File: src/rtl/qtree_match_wr.sv
// Write engine for one quadtree match stage: turns host WRITE/INVAL/ALLOC/CLEAR
// commands into per-slot RAM write strobes and keeps a shadow valid bitmap for ALLOC.
module qtree_match_wr #(
    parameter int A_WIDTH = 4,
    parameter int D_WIDTH = 16,
    parameter int D_CNT   = 4,
    parameter int S_WIDTH = $clog2(D_CNT)
) (
    input  logic               clk_i,
    input  logic               rst_n_i,
    input  logic               cmd_valid_i,
    output logic               cmd_ready_o,
    input  logic [1:0]         cmd_op_i,
    input  logic [A_WIDTH-1:0] cmd_addr_i,
    input  logic [S_WIDTH-1:0] cmd_slot_i,
    input  logic [D_WIDTH-1:0] cmd_value_i,
    output logic               wr_en_o,
    output logic [A_WIDTH-1:0] wr_addr_o,
    output logic [D_CNT-1:0]   wr_sel_o,
    output logic [D_WIDTH:0]   wr_data_o,
    output logic               done_o,
    output logic               err_o,
    output logic [S_WIDTH-1:0] rsp_slot_o
);

    localparam int                 ENTRIES   = 2 ** A_WIDTH;
    localparam logic [A_WIDTH-1:0] LAST_ADDR = A_WIDTH'(ENTRIES - 1);
    localparam logic [1:0]         OP_WRITE  = 2'b00;
    localparam logic [1:0]         OP_INVAL  = 2'b01;
    localparam logic [1:0]         OP_ALLOC  = 2'b10;
    localparam logic [1:0]         OP_CLEAR  = 2'b11;

    typedef enum logic [1:0] {
        ST_IDLE  = 2'b00,
        ST_ISSUE = 2'b01,
        ST_CLEAR = 2'b10
    } state_t;

    function automatic logic [D_CNT-1:0] slot_onehot(input logic [S_WIDTH-1:0] slot);
        logic [D_CNT-1:0] sel;
        for (int i = 0; i < D_CNT; i++) begin
            sel[i] = (S_WIDTH'(i) == slot);
        end
        return sel;
    endfunction

    // Returns {found, index} of the lowest clear bit.
    function automatic logic [S_WIDTH:0] lowest_free(input logic [D_CNT-1:0] used);
        logic [S_WIDTH:0] res;
        res = {1'b0, {S_WIDTH{1'b0}}};
        for (int i = D_CNT - 1; i >= 0; i--) begin
            res = used[i] ? res : {1'b1, S_WIDTH'(i)};
        end
        return res;
    endfunction

    state_t             state_r, state_s;
    logic               cmd_ready_r, cmd_ready_s;
    logic               wr_en_r, wr_en_s;
    logic [A_WIDTH-1:0] wr_addr_r, wr_addr_s;
    logic [D_CNT-1:0]   wr_sel_r, wr_sel_s;
    logic [D_WIDTH:0]   wr_data_r, wr_data_s;
    logic               done_r, done_s;
    logic               err_r, err_s;
    logic [S_WIDTH-1:0] rsp_slot_r, rsp_slot_s;
    logic [D_CNT-1:0]   shadow_r [ENTRIES];

    logic               accept_s;
    logic               slot_ok_s;
    logic [S_WIDTH:0]   free_s;
    logic               sh_set_s;
    logic               sh_val_s;
    logic               sh_clr_all_s;
    logic [S_WIDTH-1:0] sh_slot_s;

    assign accept_s  = cmd_valid_i && cmd_ready_r;
    assign slot_ok_s = int'(cmd_slot_i) < D_CNT;
    assign free_s    = lowest_free(shadow_r[cmd_addr_i]);

    // Next-state and next-output decode; every output is registered below.
    always_comb begin
        state_s      = state_r;
        cmd_ready_s  = 1'b0;
        wr_en_s      = 1'b0;
        wr_addr_s    = {A_WIDTH{1'b0}};
        wr_sel_s     = {D_CNT{1'b0}};
        wr_data_s    = {(D_WIDTH + 1){1'b0}};
        done_s       = 1'b0;
        err_s        = 1'b0;
        rsp_slot_s   = {S_WIDTH{1'b0}};
        sh_set_s     = 1'b0;
        sh_val_s     = 1'b0;
        sh_clr_all_s = 1'b0;
        sh_slot_s    = {S_WIDTH{1'b0}};
        case (state_r)
            ST_IDLE: begin
                if (accept_s) begin
                    case (cmd_op_i)
                        OP_WRITE, OP_INVAL: begin
                            state_s = ST_ISSUE;
                            done_s  = 1'b1;
                            if (slot_ok_s) begin
                                wr_en_s    = 1'b1;
                                wr_addr_s  = cmd_addr_i;
                                wr_sel_s   = slot_onehot(cmd_slot_i);
                                wr_data_s  = (cmd_op_i == OP_WRITE) ? {1'b1, cmd_value_i}
                                                                    : {(D_WIDTH + 1){1'b0}};
                                rsp_slot_s = cmd_slot_i;
                                sh_set_s   = 1'b1;
                                sh_val_s   = (cmd_op_i == OP_WRITE);
                                sh_slot_s  = cmd_slot_i;
                            end else begin
                                err_s = 1'b1;
                            end
                        end
                        OP_ALLOC: begin
                            state_s = ST_ISSUE;
                            done_s  = 1'b1;
                            if (free_s[S_WIDTH]) begin
                                wr_en_s    = 1'b1;
                                wr_addr_s  = cmd_addr_i;
                                wr_sel_s   = slot_onehot(free_s[S_WIDTH-1:0]);
                                wr_data_s  = {1'b1, cmd_value_i};
                                rsp_slot_s = free_s[S_WIDTH-1:0];
                                sh_set_s   = 1'b1;
                                sh_val_s   = 1'b1;
                                sh_slot_s  = free_s[S_WIDTH-1:0];
                            end else begin
                                err_s = 1'b1;
                            end
                        end
                        OP_CLEAR: begin
                            state_s      = ST_CLEAR;
                            wr_en_s      = 1'b1;
                            wr_sel_s     = {D_CNT{1'b1}};
                            done_s       = (LAST_ADDR == {A_WIDTH{1'b0}});
                            sh_clr_all_s = 1'b1;
                        end
                        default: begin
                            state_s = ST_IDLE;
                        end
                    endcase
                end else begin
                    cmd_ready_s = 1'b1;
                end
            end
            ST_ISSUE: begin
                state_s     = ST_IDLE;
                cmd_ready_s = 1'b1;
            end
            ST_CLEAR: begin
                // The sweep address lives in wr_addr_r; stop after the last entry.
                if (wr_addr_r == LAST_ADDR) begin
                    state_s     = ST_IDLE;
                    cmd_ready_s = 1'b1;
                end else begin
                    wr_en_s   = 1'b1;
                    wr_addr_s = wr_addr_r + {{(A_WIDTH - 1){1'b0}}, 1'b1};
                    wr_sel_s  = {D_CNT{1'b1}};
                    done_s    = (wr_addr_s == LAST_ADDR);
                end
            end
            default: begin
                state_s = ST_IDLE;
            end
        endcase
    end

    // FSM state and registered outputs.
    always_ff @(posedge clk_i or negedge rst_n_i) begin
        if (!rst_n_i) begin
            state_r     <= ST_IDLE;
            cmd_ready_r <= 1'b0;
            wr_en_r     <= 1'b0;
            wr_addr_r   <= {A_WIDTH{1'b0}};
            wr_sel_r    <= {D_CNT{1'b0}};
            wr_data_r   <= {(D_WIDTH + 1){1'b0}};
            done_r      <= 1'b0;
            err_r       <= 1'b0;
            rsp_slot_r  <= {S_WIDTH{1'b0}};
        end else begin
            state_r     <= state_s;
            cmd_ready_r <= cmd_ready_s;
            wr_en_r     <= wr_en_s;
            wr_addr_r   <= wr_addr_s;
            wr_sel_r    <= wr_sel_s;
            wr_data_r   <= wr_data_s;
            done_r      <= done_s;
            err_r       <= err_s;
            rsp_slot_r  <= rsp_slot_s;
        end
    end

    // Shadow valid bitmap: whole-array wipe on CLEAR accept, single-bit update otherwise.
    always_ff @(posedge clk_i or negedge rst_n_i) begin
        if (!rst_n_i) begin
            for (int i = 0; i < ENTRIES; i++) begin
                shadow_r[i] <= {D_CNT{1'b0}};
            end
        end else if (sh_clr_all_s) begin
            for (int i = 0; i < ENTRIES; i++) begin
                shadow_r[i] <= {D_CNT{1'b0}};
            end
        end else if (sh_set_s) begin
            shadow_r[cmd_addr_i][sh_slot_s] <= sh_val_s;
        end
    end

    assign cmd_ready_o = cmd_ready_r;
    assign wr_en_o     = wr_en_r;
    assign wr_addr_o   = wr_addr_r;
    assign wr_sel_o    = wr_sel_r;
    assign wr_data_o   = wr_data_r;
    assign done_o      = done_r;
    assign err_o       = err_r;
    assign rsp_slot_o  = rsp_slot_r;

endmodule

File: config.mk
export PLATFORM = sky130hd
export DESIGN_NAME = qtree_match_wr
export DESIGN_NICKNAME = d
export VERILOG_FILES = /design/src/rtl/qtree_match_wr.sv
export SDC_FILE = /design/constraint.sdc
export NUM_CORES = 1
export LEC_CHECK = 0
export BUFFER_PORTS_ARGS = -buffer_cell sky130_fd_sc_hd__clkbuf_2
export CORE_ASPECT_RATIO = 1.25
export CORE_MARGIN = 8
export CORE_UTILIZATION = 55
export DETAILED_ROUTE_END_ITERATION = 6
export MAX_ROUTING_LAYER = met4
export PLACE_DENSITY_LB_ADDON = 0.3
export RECOVER_POWER = 100
export SKIP_LAST_GASP = 1
export SYNTH_ARGS = -nofsm -noshare
export SYNTH_HDL_FRONTEND = slang
export SYNTH_SLANG_ARGS = --single-unit
File: constraint.sdc
create_clock -name clk_i -period 2.85 [get_ports clk_i]
set_input_delay 0.4275 -clock clk_i [delete_from_list [all_inputs] [get_ports clk_i]]
set_output_delay 0.4275 -clock clk_i [all_outputs]
set_load 0.02 [all_outputs]
# Word-level counts from Yosys, hierarchy flattened
# Index checks and enable logic that the tools add are counted.
[totals]
ff_bits = 97
in_bits = 27
[op_classes]
bitwise_logic = 1
n_reduce_logical = 12
magnitude_cmp = 4
eq_ne = 15
muxes = 62
n_addsub = 1
[ops]
columns = ["cell", "count"]
rows = [
  ["64-bit 2-to-1 mux", 2],
  ["17-bit 2-to-1 mux", 4],
  ["64-bit bitwise mux", 1],
  ["4-bit 2-to-1 mux", 9],
  ["17-bit case mux with 2 select lines", 1],
  ["4-bit case mux with 2 select lines", 3],
  ["1-bit 2-to-1 mux", 19],
  ["4-bit binary-select mux with 4-bit select", 1],
  ["4-bit demux with 4-bit select", 1],
  ["3-bit 2-to-1 mux", 4],
  ["1-bit case mux with 2 select lines", 6],
  ["2-bit case mux with 2 select lines", 3],
  ["4-bit case mux with 3 select lines", 1],
  ["2-bit 2-to-1 mux", 5],
  ["2-bit == test (first input constant)", 4],
  ["4-bit == test (second input constant)", 2],
  ["2-bit logical NOT", 4],
  ["2-bit == test (second input constant)", 3],
  ["3-bit OR reduction", 2],
  ["5-bit greater-or-equal comparator (second input constant)", 1],
  ["5-bit by 1-bit < comparator with 1-bit output (second input constant)", 1],
  ["4-bit NOT with 5-bit output", 1],
  ["4-bit by 1-bit adder with 4-bit output (second input constant)", 1],
  ["1-bit by 2-bit == test with 1-bit output (first input constant)", 2],
  ["other kinds (10)", 14],
]

# Longest topological paths before layout
[depth]
word_depth = 21
ltp_mapped = 11
mapped_depth_nobuf = 7

# Worst setup path after synthesis
# No wires, ideal clock.
[synth_timing]
kind = "input port to flip-flop"
from = "input port cmd_addr_i[0]"
to = "register shadow_r[6] (netlist bit)"
path_slack_ns = 0.281
required_time_ns = 2.715
n_path_buf = 3
t_arrival_ns = 2.433
setup_time_ns = 0.135
cell_stages = 10
path_cell_list = "buf_6 -> buf_12 -> mux4_1 -> a22oi_2 -> nand2_2 -> a221oi_2 -> o221ai_2 -> buf_6 -> o311ai_2 -> o41ai_2"
[synth_via]
elab_chain_len = 21
[synth_lines]
columns = ["element", "line_no", "rtl"]
rows = [
  ["start, declared", "14", "input logic [A_WIDTH-1:0] cmd_addr_i,"],
  ["4-bit NOT with 5-bit output (implied by the code) *", "78, 205", ""],
  ["4-bit binary-select mux with 4-bit select", "78", "assign free_s = lowest_free(shadow_r[cmd_addr_i]);"],
  ["4-bit 2-to-1 mux (implied by the code) (2 in series)", "78", ""],
  ["3-bit 2-to-1 mux (4 in series)", "52", "res = used[i] ? res : {1'b1, S_WIDTH'(i)};"],
  ["2-bit 2-to-1 mux", "119", "if (free_s[S_WIDTH]) begin"],
  ["2-bit case mux with 2 select lines", "98", "case (cmd_op_i)"],
  ["2-bit 2-to-1 mux", "97", "if (accept_s) begin"],
  ["2-bit 2-to-1 mux", "95", "case (state_r)"],
  ["2-bit by 3-bit < comparator with 1-bit output (implied by the code) or 2-bit by 1-bit greater-or-equal comparator with 1-bit output (tied branches)", "205", "shadow_r[cmd_addr_i][sh_slot_s] <= sh_val_s;"],
  ["1-bit logical AND (implied by the code)", "205", ""],
  ["1-bit 2-to-1 mux (implied by the code)", "205", ""],
  ["1-bit demux with 2-bit select", "205", ""],
  ["4-bit 2-to-1 mux (implied by the code)", "205", ""],
  ["4-bit demux with 4-bit select", "205", ""],
  ["64-bit bitwise mux", "205", ""],
  ["64-bit 2-to-1 mux", "204", "end else if (sh_set_s) begin"],
  ["64-bit 2-to-1 mux", "200", "end else if (sh_clr_all_s) begin"],
  ["end signal, assigned by index", "198", "shadow_r[i] <= {D_CNT{1'b0}};"],
  ["end signal, assigned by index", "202", "shadow_r[i] <= {D_CNT{1'b0}};"],
  ["end signal, assigned by index", "205", ""],
  ["end, declared", "66", "logic [D_CNT-1:0] shadow_r [ENTRIES];"],
]
# Every way passes the cells marked *; elsewhere a longest branch is shown, timed or not. The select of a mux whose other input is x is not followed.
# A chain may end at the register's enable or synchronous reset.

# Worst setup path after layout
[layout_timing]
from = "input port cmd_addr_i[0]"
to = "register shadow_r[7] (netlist bit)"
# Same word-level chain as after synthesis.

==> impl_metrics.yaml <==
status:
  status: "complete, but fails checks"
  violations: "capacitance limit, slew limit"
cells_and_area:
  drive_gt1_frac: 0.1840
  diodes: 0
  mostFrequentLayoutCells: "nand2_1 (107), dfrtp_1 (97), mux2i_1 (44)"
  area_growth_pct: 14.88
  fin_nets: 562
  fin_cells: 661
  fin_area_sq_um: 5874
  final_common_cell: "nand2_1"
  utilization: 0.6472
timing:
  finalCriticalPeriod_ns: 2.563
  fin_crit_sh: 0.8993
  max_slew_margin: -0.3782
  max_freq_ghz: 0.3902
  max_slew.worst_pin.slew_ns: 2.067
  hold_violations: 0
  final_max_slew_viol_count: 38
  rsz0062_at_grt: "false"
  fin_skew_ns: 0.006989
  tns_ns: 0
  setup_viol: 0
die:
  dieWidth_um: 102.2
  design.core.area_sq_um: 9076
  row_count: 39
  start_util: 0.5634
  die_area_sq_um: 12660
  die_h_um: 123.8
  ioPinCount: 58
logic_synthesis:
  yosys.cell_types.count: 58
  netlist_area_sq_um: 5114
  synth_nets: 496
  async_flop_share: 1.000
  synth-edff-count: 0
  seq_area_frac_synth: 0.4747
  yosysWarningCount: 0
  synthFlopType: "dfrtp_1"
  synth-seq-cells: 97
  syn-instance-count: 467
  syn_avg_cell_area_sq_um: 10.95
clock_network:
  cts_sinks: 97
  cts_max_path_buffers: 2
  cts_setup_buffers: 0
  clock_latency_ns: 0.35
  cts-resized-gates: 0
  cts_tree: "yes"
  clockRootBuffer: "clkbuf_16"
  hold_buffers: 0
  h-tree-depth: 3
  path_clk_slew_ns: 0.07
  cts_made_buffers: 9
power_and_ir_drop:
  total_power_w: 0.003774
  power_leakage_nw: 2.767
  ir_drop_mv: 0.3979
  powerDensity_nw_per_um2: 642.5
critical_path:
  cp_data_arrival_time_ns: 2.82
  cp-start-kind: "input pin"
  cp_data_required_time_ns: 3.11
  end_kind: "flop"
  cp_max_fo: 16
  crit_type: "in -> reg"
global_route:
  grt_pass1_vias: 3993
  grtUsageTotal: 0.2120
  grt_overflow: 0
  grt_max_degree: 66
  grt_pass1_wl_um: 20010
  antenna_found_initial: 0
placement:
  place_congestion: 0.8532
  dpl-instance-area_sq_um: 5679
  hpwl_um: 8482
  portBuffers: 57
  placed_cells: 645
route:
  viasPerCell: 5.891
  wire_per_inst_um: 18.38
  wirelength_um: 12150
  drcViolationCount: 0
  ant_nets: 0
  via_count: 3894
  drtIter0Drc: 292
  dr.pass1.iters: 5
worst_hold_path:
  hp-class: "in -> reg"
flow_run:
  max-cap-violations: 1
[critical path, stage by stage]
cell      delay, ns
clkbuf_1       0.12
buf_12         0.18
mux4_2         0.54
a22o_1         0.27
a221oi_4       0.25
a21o_1         0.28
o32ai_4        0.11
buf_2          0.27
nand2_1        0.13
mux2i_1        0.23
[power breakdown]
group | internal, W | switching (W)
Clock | 0.000778 | 0.000547
Sequential | 0.00153 | 0.0000858
Combinational | 0.000288 | 0.000541
[worst paths after layout]
check                                         startpoint                  endpoint  slack [ns]  depth (start not counted)
max in group asynchronous                        rst_n_i   shadow_r[9]$_DFFE_PN0P_        1.00                          1
worst min register to register  shadow_r[28]$_DFFE_PN0P_  shadow_r[28]$_DFFE_PN0P_        0.52                          1
worst max-delay path                       cmd_addr_i[0]   shadow_r[7]$_DFFE_PN0P_        0.29                         10
worst min-delay path                      cmd_value_i[7]    wr_data_o[7]$_DFF_PN0_        0.28                          2
min in group asynchronous                        rst_n_i  shadow_r[54]$_DFFE_PN0P_        0.66                          1
worst max register to register  shadow_r[33]$_DFFE_PN0P_   shadow_r[7]$_DFFE_PN0P_        0.34                          8
[routing by layer]
metal,vias up,GRT usage,part of all wire
li1,1782,-,-
met1,1944,0.2528,0.42
met2,144,0.3411,0.50
met3,24,0.04251,0.056
met4,0,0.09292,0.025
met5,-,-,0
[registers in the layout (all words and copies together), names as in the netlist]
signal       cells
wr_addr_o        4
cmd_ready_o      1
state_r          2
wr_en_o          1
done_o           1
shadow_r        64
err_o            1
wr_sel_o         4
rsp_slot_o       2
wr_data_o       17
[cell usage after synthesis, types with 3 or more instances]
library cell,instances,area share
mux4_1,10,0.051
nor3_2,8,0.016
buf_4,4,0.0059
buf_6,3,0.0066
mux2_2,3,0.0066
a32o_1,15,0.029
mux2i_1,44,0.086
nor2_1,29,0.021
mux4_2,4,0.018
buf_2,8,0.0078
clkbuf_1,13,0.0095
dfrtp_1,97,0.47
o21ai_0,7,0.0069
nand2_2,11,0.013
nor3_1,9,0.0088
o41ai_1,5,0.0086
nand2_1,99,0.073
inv_1,6,0.0044
nand2b_1,6,0.0073
a31o_2,4,0.0069
and2_1,20,0.024
o311ai_1,5,0.0086
nor2b_1,6,0.0073
a21oi_1,8,0.0078
nand3_1,5,0.0049
[cells by family after synthesis]
family,count (synthesis),synth area share
AO/OA/AOI/OAI,65,0.1219
XOR/XNOR,2,0.003426
adder cells (fa/ha/maj),2,0.004893
buffers and inverters,39,0.04551
flip-flops,97,0.4747
multiplexers,61,0.1617
AND/OR/NAND/NOR,201,0.1879
[area by class of cell]
class | instances | area, sq um
clock buffer | 9 | 225.2
fill | 748 | 3202
clock inverter | 7 | 103.9
inverter | 7 | 26.28
tap | 123 | 153.9
timing repair buffer | 87 | 548.0
multi-input combinational | 331 | 2390
sequential | 97 | 2427
[stage by stage]
stage | setup slack, ns | hold slack [ns]
final | 0.2870 | 0.2797
after global routing | 0.1133 | 0.2785
after CTS | 0.3495 | 0.05158
after detailed placement | -0.01727 | 0.4252
after global placement | 0.02296 | 0.4249
after floorplan | 0.2810 | 0.1319
Power figures use the tool's default switching activity.
